File: src/rtl/wb_region_arbiter_if.sv
// wb_region_arbiter_if: upstream Wishbone slave pins plus the fan-out bus to the regions
interface wb_region_arbiter_if #(
    parameter int NUM_SLAVES = 2
);
    logic                    wbs_cyc_i;
    logic                    wbs_stb_i;
    logic                    wbs_we_i;
    logic [3:0]              wbs_sel_i;
    logic [31:0]             wbs_adr_i;
    logic [31:0]             wbs_dat_i;
    logic                    wbs_ack_o;
    logic [31:0]             wbs_dat_o;
    logic [NUM_SLAVES-1:0]   s_cyc_o;
    logic [NUM_SLAVES-1:0]   s_stb_o;
    logic                    s_we_o;
    logic [3:0]              s_sel_o;
    logic [31:0]             s_adr_o;
    logic [31:0]             s_dat_o;
    logic [NUM_SLAVES-1:0]   s_ack_i;
    logic [NUM_SLAVES*32-1:0] s_dat_i;
    modport slave (
        input  wbs_cyc_i, wbs_stb_i, wbs_we_i, wbs_sel_i, wbs_adr_i, wbs_dat_i, s_ack_i, s_dat_i,
        output wbs_ack_o, wbs_dat_o, s_cyc_o, s_stb_o, s_we_o, s_sel_o, s_adr_o, s_dat_o
    );
    modport master (
        output wbs_cyc_i, wbs_stb_i, wbs_we_i, wbs_sel_i, wbs_adr_i, wbs_dat_i, s_ack_i, s_dat_i,
        input  wbs_ack_o, wbs_dat_o, s_cyc_o, s_stb_o, s_we_o, s_sel_o, s_adr_o, s_dat_o
    );
endinterface

File: src/rtl/wb_region_arbiter.sv
// wb_region_arbiter: mask/base region decoder with latched selection, registered response and error termination
module wb_region_arbiter #(
    parameter int                       NUM_SLAVES = 2,
    parameter logic [NUM_SLAVES*32-1:0] SLV_BASE   = {32'h3000_0000, 32'h300F_FFF8},
    parameter logic [NUM_SLAVES*32-1:0] SLV_MASK   = {32'hFFF0_0000, 32'hFFFF_FFF8},
    parameter int                       TIMEOUT    = 16,
    parameter logic [31:0]              ERR_DATA   = 32'hDEAD_BEEF
) (
    input  logic                  wb_clk_i,
    input  logic                  wb_rst_ni,
    wb_region_arbiter_if.slave    bus,
    output logic                  err_o,
    output logic [15:0]           err_count_o,
    output logic [31:0]           err_addr_o
);
    localparam int IW = NUM_SLAVES > 1 ? $clog2(NUM_SLAVES) : 1;

    typedef enum logic [1:0] {IDLE, BUSY, DONE} state_t;

    state_t        state, state_nx;
    logic [IW-1:0] sel_idx, sel_nx, hit_idx;
    logic          hit, err_nx;
    logic [15:0]   cnt, cnt_nx;
    logic [31:0]   dat_nx;

    // descending scan so the lowest matching index is the one left standing
    always_comb begin
        hit     = 1'b0;
        hit_idx = '0;
        for (int i = NUM_SLAVES - 1; i >= 0; i--)
            if ((bus.wbs_adr_i & SLV_MASK[i*32 +: 32]) == (SLV_BASE[i*32 +: 32] & SLV_MASK[i*32 +: 32])) begin
                hit     = 1'b1;
                hit_idx = IW'(i);
            end
    end

    always_comb begin
        state_nx = state;
        sel_nx   = sel_idx;
        cnt_nx   = cnt;
        dat_nx   = bus.wbs_dat_o;
        err_nx   = 1'b0;
        case (state)
            IDLE:
                if (bus.wbs_cyc_i && bus.wbs_stb_i) begin
                    if (hit) begin
                        sel_nx   = hit_idx;
                        cnt_nx   = '0;
                        state_nx = BUSY;
                    end else begin
                        dat_nx   = ERR_DATA;
                        err_nx   = 1'b1;
                        state_nx = DONE;
                    end
                end
            BUSY: begin
                cnt_nx = cnt + 16'd1;
                if (!bus.wbs_cyc_i)
                    state_nx = IDLE;
                else if (bus.s_ack_i[sel_idx]) begin
                    dat_nx   = bus.s_dat_i[{sel_idx, 5'd0} +: 32];
                    state_nx = DONE;
                end else if (cnt == 16'(TIMEOUT - 1)) begin
                    dat_nx   = ERR_DATA;
                    err_nx   = 1'b1;
                    state_nx = DONE;
                end
            end
            default: state_nx = IDLE;
        endcase
    end

    always_ff @(posedge wb_clk_i or negedge wb_rst_ni) begin
        if (!wb_rst_ni) begin
            state         <= IDLE;
            sel_idx       <= '0;
            cnt           <= '0;
            bus.wbs_dat_o <= '0;
            err_o         <= 1'b0;
            err_count_o   <= '0;
            err_addr_o    <= '0;
        end else begin
            state         <= state_nx;
            sel_idx       <= sel_nx;
            cnt           <= cnt_nx;
            bus.wbs_dat_o <= dat_nx;
            err_o         <= err_nx;
            if (err_nx) begin
                err_addr_o <= bus.wbs_adr_i;
                if (err_count_o != 16'hFFFF)
                    err_count_o <= err_count_o + 16'd1;
            end
        end
    end

    assign bus.wbs_ack_o = state == DONE;
    assign bus.s_cyc_o   = state == BUSY ? NUM_SLAVES'(1) << sel_idx : '0;
    assign bus.s_stb_o   = bus.s_cyc_o & {NUM_SLAVES{bus.wbs_stb_i}};
    // shared copies are gated so every output reads zero while reset is held
    assign bus.s_we_o    = bus.wbs_we_i & wb_rst_ni;
    assign bus.s_sel_o   = bus.wbs_sel_i & {4{wb_rst_ni}};
    assign bus.s_adr_o   = bus.wbs_adr_i & {32{wb_rst_ni}};
    assign bus.s_dat_o   = bus.wbs_dat_i & {32{wb_rst_ni}};
endmodule

File: src/flat_wrapper.sv
// flat-port wrapper written by rule: the top's interface ports become plain ports
module wb_region_arbiter_flat 
#(
    parameter int                       NUM_SLAVES = 2,
    parameter logic [NUM_SLAVES*32-1:0] SLV_BASE   = {32'h3000_0000, 32'h300F_FFF8},
    parameter logic [NUM_SLAVES*32-1:0] SLV_MASK   = {32'hFFF0_0000, 32'hFFFF_FFF8},
    parameter int                       TIMEOUT    = 16,
    parameter logic [31:0]              ERR_DATA   = 32'hDEAD_BEEF
)
  (wb_clk_i, wb_rst_ni, err_o, err_count_o, err_addr_o, bus_wbs_cyc_i, bus_wbs_stb_i, bus_wbs_we_i, bus_wbs_sel_i, bus_wbs_adr_i, bus_wbs_dat_i, bus_s_ack_i, bus_s_dat_i, bus_wbs_ack_o, bus_wbs_dat_o, bus_s_cyc_o, bus_s_stb_o, bus_s_we_o, bus_s_sel_o, bus_s_adr_o, bus_s_dat_o);
  wb_region_arbiter_if #(.NUM_SLAVES(NUM_SLAVES)) bus_i ();
  input  logic wb_clk_i;
  input  logic wb_rst_ni;
  output logic err_o;
  output logic [15:0] err_count_o;
  output logic [31:0] err_addr_o;
  input wire logic [$bits(bus_i.wbs_cyc_i)-1:0] bus_wbs_cyc_i;
  input wire logic [$bits(bus_i.wbs_stb_i)-1:0] bus_wbs_stb_i;
  input wire logic [$bits(bus_i.wbs_we_i)-1:0] bus_wbs_we_i;
  input wire logic [$bits(bus_i.wbs_sel_i)-1:0] bus_wbs_sel_i;
  input wire logic [$bits(bus_i.wbs_adr_i)-1:0] bus_wbs_adr_i;
  input wire logic [$bits(bus_i.wbs_dat_i)-1:0] bus_wbs_dat_i;
  input wire logic [$bits(bus_i.s_ack_i)-1:0] bus_s_ack_i;
  input wire logic [$bits(bus_i.s_dat_i)-1:0] bus_s_dat_i;
  output wire logic [$bits(bus_i.wbs_ack_o)-1:0] bus_wbs_ack_o;
  output wire logic [$bits(bus_i.wbs_dat_o)-1:0] bus_wbs_dat_o;
  output wire logic [$bits(bus_i.s_cyc_o)-1:0] bus_s_cyc_o;
  output wire logic [$bits(bus_i.s_stb_o)-1:0] bus_s_stb_o;
  output wire logic [$bits(bus_i.s_we_o)-1:0] bus_s_we_o;
  output wire logic [$bits(bus_i.s_sel_o)-1:0] bus_s_sel_o;
  output wire logic [$bits(bus_i.s_adr_o)-1:0] bus_s_adr_o;
  output wire logic [$bits(bus_i.s_dat_o)-1:0] bus_s_dat_o;
  assign bus_i.wbs_cyc_i = bus_wbs_cyc_i;
  assign bus_i.wbs_stb_i = bus_wbs_stb_i;
  assign bus_i.wbs_we_i = bus_wbs_we_i;
  assign bus_i.wbs_sel_i = bus_wbs_sel_i;
  assign bus_i.wbs_adr_i = bus_wbs_adr_i;
  assign bus_i.wbs_dat_i = bus_wbs_dat_i;
  assign bus_i.s_ack_i = bus_s_ack_i;
  assign bus_i.s_dat_i = bus_s_dat_i;
  assign bus_wbs_ack_o = bus_i.wbs_ack_o;
  assign bus_wbs_dat_o = bus_i.wbs_dat_o;
  assign bus_s_cyc_o = bus_i.s_cyc_o;
  assign bus_s_stb_o = bus_i.s_stb_o;
  assign bus_s_we_o = bus_i.s_we_o;
  assign bus_s_sel_o = bus_i.s_sel_o;
  assign bus_s_adr_o = bus_i.s_adr_o;
  assign bus_s_dat_o = bus_i.s_dat_o;
  wb_region_arbiter #(.NUM_SLAVES(NUM_SLAVES), .SLV_BASE(SLV_BASE), .SLV_MASK(SLV_MASK), .TIMEOUT(TIMEOUT), .ERR_DATA(ERR_DATA)) u_core (.wb_clk_i(wb_clk_i), .wb_rst_ni(wb_rst_ni), .bus(bus_i), .err_o(err_o), .err_count_o(err_count_o), .err_addr_o(err_addr_o));
endmodule
File: config.mk
export PLATFORM = sky130hd
export DESIGN_NAME = wb_region_arbiter_flat
export DESIGN_NICKNAME = d
export VERILOG_FILES = /design/src/rtl/wb_region_arbiter_if.sv /design/src/rtl/wb_region_arbiter.sv /design/src/flat_wrapper.sv
export SDC_FILE = /design/constraint.sdc
export NUM_CORES = 1
export LEC_CHECK = 0
export CORE_MARGIN = 2
export CORE_UTILIZATION = 42
export CTS_CLUSTER_DIAMETER = 200
export CTS_CLUSTER_SIZE = 8
export DETAILED_ROUTE_END_ITERATION = 6
export GPL_TIMING_DRIVEN = 0
export PLACE_DENSITY = 0.95
export SYNTH_ARGS = -nofsm -noshare
export SYNTH_HDL_FRONTEND = slang
export SYNTH_SLANG_ARGS = --single-unit
export TNS_END_PERCENT = 20
File: constraint.sdc
create_clock -name wb_clk_i -period 5.8 [get_ports wb_clk_i]
set_input_delay 1.16 -clock wb_clk_i [delete_from_list [all_inputs] [get_ports wb_clk_i]]
set_output_delay 1.16 -clock wb_clk_i [all_outputs]
set_load 0.005 [all_outputs]
Word-level counts from Yosys, hierarchy flattened

Cells that the tools add are included.

Reduce and logical (&&, ||, !) cells: 8
Add/subtract/negate cells: 2
Equal/unequal tests: 12
$lt $le $gt $ge: 1
Shift-type cells: 2
Multiply operators: 0
Bitwise logic cells: 5
Divide/modulo/power cells: 0
Mux-type cells: 27

Operators with widths:

| cell                                                                    | count |
|---|---|
| 32-bit 2-to-1 mux                                                       | 5 |
| 32-bit AND                                                              | 2 |
| 32-bit case mux with 2 select lines                                     | 1 |
| 64-bit by 7-bit indexed part select with 32-bit output                  | 1 |
| 16-bit by 1-bit adder with 16-bit output, second input constant         | 2 |
| 16-bit 2-to-1 mux                                                       | 2 |
| 16-bit case mux with 2 select lines                                     | 1 |
| 29-bit by 27-bit equality test with 1-bit output, second input constant | 1 |
| 16-bit by 4-bit equality test with 1-bit output, second input constant  | 1 |
| 16-bit inequality test, second input constant                           | 1 |
| 12-bit by 10-bit equality test with 1-bit output, second input constant | 1 |
| 2-bit 2-to-1 mux                                                        | 6 |
| 1-bit 2-to-1 mux                                                        | 10 |
| 3-bit AND reduction                                                     | 2 |
| 5-bit AND reduction                                                     | 1 |
| 4-bit AND                                                               | 1 |
| 2-bit by 1-bit inequality test with 1-bit output, second input constant | 2 |
| 2-bit inequality test, second input constant                            | 2 |
| 4-bit by 2-bit inequality test with 1-bit output, second input constant | 1 |
| 2-bit case mux with 2 select lines                                      | 1 |
| 2-bit AND reduction                                                     | 2 |
| 3-bit by 1-bit inequality test with 1-bit output, second input constant | 1 |
| 2-bit AND                                                               | 1 |
| 2-bit by 1-bit equality test with 1-bit output, second input constant   | 1 |
| other kinds (8)                                                         | 8 |

Register bits: 100
Latch bits: 0
Bits in read-only memories: 0
Bits of input ports: 139
Memory bits (writable): 0
Word-level logic and storage cells: 64
Output and inout bits: 155
Memories: 0

Depth between registers and ports, before layout

Depth after elaboration: 7
Mapped depth: 10
Mapped depth without buffers: 7

Worst setup path before layout

OpenSTA, ideal clock, no wires.

Path kind: input to output
Start point: input port wb_rst_ni
End point: output port bus_s_adr_o[0]
Required time: 4.640 ns
Setup slack: 2.933 ns
Buffers on the path: 2
Arrival: 1.707 ns
Stages: 3
Path through: clkbuf_1 -> clkbuf_1 -> and2_1

Word-level cells in the longest chain between the ends: 1

Ends and longest elaborated chain:

| what               | RTL line                 | RTL |
|---|---|---|
| start: declaration | flat_wrapper.sv:13       | `input logic wb_rst_ni;` |
| 32-bit AND         | wb_region_arbiter.sv:102 | `assign bus.s_adr_o = bus.wbs_adr_i & {32{wb_rst_ni}};` |
| end: declaration   | flat_wrapper.sv:31       | `output wire logic [$bits(bus_i.s_adr_o)-1:0] bus_s_adr_o;` |

No other way between the ends.

Worst setup path after layout

Start point: input port wb_rst_ni
End point: output port bus_s_dat_o[30]

Word-level cells in the longest chain between the ends: 1

Ends and longest elaborated chain:

| what             | RTL line                 | RTL |
|---|---|---|
| 32-bit AND       | wb_region_arbiter.sv:103 | `assign bus.s_dat_o = bus.wbs_dat_i & {32{wb_rst_ni}};` |
| end: declaration | flat_wrapper.sv:32       | `output wire logic [$bits(bus_i.s_dat_o)-1:0] bus_s_dat_o;` |

No other way between the ends.

==> results.md <==
* Post-CTS Setup Bufs at 0
* Core area at 12000 sq um
* Commonest non-fill, non-tap cell in the layout: clkdlybuf4s50_1
* IO Port Bufs at 293
* DRT iter0 DRCs at 274
* Leak Pwr at 3.46 nW
* Depth of the worst register-to-register path at 10
* Switching share of power at 0.263
* Power Density at 212 nW/um^2
* Total Routing Usage GR at 0.253
* # IOs at 294
* Routed Antenna Nets at 0
* F_max at about 220 MHz
* Max-cap violations at 0
* Post-Syn Area at 5160 sq um
* Multi-input gate area at 2490 sq um
* Die Ht at ~110 microns
* CP endpoint kind: primary output
* Flop2flop setup slack at 3.58 ns
* Clock power share at 0.322
* YS warnings at 0
* Initial antenna violation count at 0
* Clk_lat worst skew at 0.33 ns
* Origin of the critical flop-to-flop path: u_core.cnt[0]$_DFFE_PN0P_
* Synth cell types at 45
* Vias per Instance at 5.09
* Initial Util at 0.430
* CTS tree: done
* Hold Path Origin: u_core.err_addr_o[14]$_DFFE_PN0P_
* Worst-margin pin slew at 0.727 ns
* Mean post-synth cell area at 9.81 sq um
* Setup crit start kind: input port
* Fillers at 893
* Most frequent cells in the layout: 292 x clkdlybuf4s50_1, 106 x nand2_1, 100 x dfrtp_1
* First-pass GRT wire length at 26.1 mm
* H-Tree Depth at 3
* Final hold vios at 0
* Area grow syn2layout at 66.6%
* Psw at 0.480 mW
* Congestion Overflow GR at 0
* CP Launch Point: wb_rst_ni
* Worst hold margin at 0.469 ns
* Total CTS buffers at 9
* Seq pwr share at 0.441
* Final Max Tran Viols at 0
* Root buf cell: clkbuf_16
* Routed vias at 5000
* Setup TNS at 0 ns
* Post-synth net total at about 670
* Hold crit path type: register to register
* Status: finished clean
* Seq cells post-synth at 100
* Die width at 115 microns
* Die footprint at around 13000 sq um
* FF-to-FF End: u_core.err_addr_o[17]$_DFFE_PN0P_
* Hold Path End: u_core.err_addr_o[14]$_DFFE_PN0P_
* Cts-stage hold buffer count at 0
* Min Clock Period, post-route at 4.48 ns
* Post-Syn Instances at about 530
* Worst IR Drop VDD at 0.000179 V
* Crit path required time at 4.64 ns
* Fin nets at 972
* CTS max path bufs at 2
* Int Pwr at roughly 1.3 mW
* Drt total wl at 16.7 mm
* DRT Pass-1 Iters at 4
* Antenna cell count at 0
* Clock skew at 0.00776 ns
* Post_cts resized at 0
* Combinational power share at 0.237
* Period Utilization, post-route at 0.772
* Vias in the first global route at 5009
* Clock sinks at 100
* # DRC at 0
* Largest net degree at the start of global routing at 65
* Relative slew margins at 0.516
* Area contributors post-synth: dfrtp_1 48%, and2_1 8.6%, nand2_1 7.7%, mux2i_1 6.4%, a2bb2oi_1 4.1%
* Final Setup Violations at 0
* Share of cells above drive strength 1 at 0.0634
* DP HPWL at approximately 13 mm
* CP max FO at 64
* Placer Congestion at 0.876
* Register area at 2500 sq um
* Synth top area share at 0.485
* Cell row count at 40
* Hold Path Stages at 2
* Clk slew on worst S/H paths at approximately 0.070 ns
* RSZ-0062 raised after global routing: no
* Wire per inst at 17.0 microns
* Sequential area share after synthesis at 0.485
* Setup Crit Path Kind: input port to primary output
* Leading area contributor after synthesis: dfrtp_1
* Worst Path Arrival at 3.32 ns
-- sequential cells by signal, summed over array words and instances, names as in the netlist --
signal and cells:
u_core.bus.wbs_dat_o 32, u_core.err_count_o 16, u_core.state 2, u_core.cnt 16, u_core.err_addr_o 32, u_core.sel_idx 1, u_core.err_o 1
-- worst max-delay path: stages --
cell and delay [ns]:
buf_4 0.46, buf_16 0.35, clkbuf_1 0.32, clkbuf_1 0.27, and2_1 0.17, clkdlybuf4s50_1 0.54
-- cell usage after synthesis, drive strengths merged --
cell type  number
a211oi          4
a21boi          2
a21o            2
a21oi           9
a22o            1
a22oi           1
a2bb2oi        24
and2           71
and2b           1
and3            4
and4            5
and4bb          1
buf            16
clkbuf         15
dfrtp         100
ha              2
inv             3
mux2            1
mux2i          33
nand2         107
nand2b          1
nand3          21
nand3b          2
nand4          11
nand4b          1
nor2           21
nor2b           1
nor3            3
nor3b           1
nor4           14
nor4b           3
o21ai          11
or2             4
or3             2
or4b            1
xnor2          15
xor2           12
-- area by class of cell --
class	count	area share
buffer	31	0.0176
inverter	3	0.00131
timing repair buffer	294	0.344
clock inverter	6	0.00655
multi-input combinational	392	0.290
tap	147	0.0214
sequential	100	0.291
clock buffer	10	0.0278
-- through the flow --
stage | util | std cells | area [sq um] | setup slack, ns | power (mW)
floorplan | - | 526 | 5160 | 2.93 | 0.930
global placement | 0.689 | 966 | 8280 | -1.81 | 1.24
detailed placement | 0.691 | 967 | 8300 | 1.23 | 1.25
CTS | 0.716 | 983 | 8600 | 1.22 | 1.84
global route | 0.716 | 983 | 8600 | 1.07 | 1.92
finish | 0.716 | 983 | 8600 | 1.32 | 1.82
-- power by group through the flow --
stage	Sequential, mW	Combinational, mW	Clock, mW
6_report	0.804	0.433	0.586
5_1_grt	0.811	0.469	0.637
4_1_cts	0.803	0.438	0.601
3_5_place_dp	0.817	0.437	0
3_3_place_gp	0.815	0.425	0
2_1_floorplan	0.815	0.115	0
-- layer usage --
metal  routed length, microns  global-route usage  part of all wire  up-vias
met3                     1370              0.0727             0.082       24
li1                         -                   -                 -     2409
met5                        0                   0                 0        -
met2                     8430               0.450              0.51      217
met1                     6370               0.292              0.38     2350
met4                      500              0.0884             0.030        0
-- how the worst max path moves through the flow --
stage	endpoint	slack (ns)	cells past startpoint
finish	bus_s_dat_o[30]	1.32	6
global route	bus_s_dat_o[30]	1.07	6
CTS	bus_s_dat_o[30]	1.22	6
detailed placement	bus_s_dat_o[30]	1.23	6
global placement	bus_s_dat_o[30]	-1.81	5
floorplan	bus_s_adr_o[0]	2.93	3
-- logic make-up (layout without fill, tap and decap cells) --
logic type,after synthesis,count (layout),synth area share
buf+inv,34,344,0.0315
compound gates,54,54,0.0749
xor+xnor,27,27,0.0458
flops,100,100,0.485
fa+ha+maj,2,2,0.00485
mux,34,34,0.0669
simple gates,275,275,0.291
(Power assumes the default switching activity.)
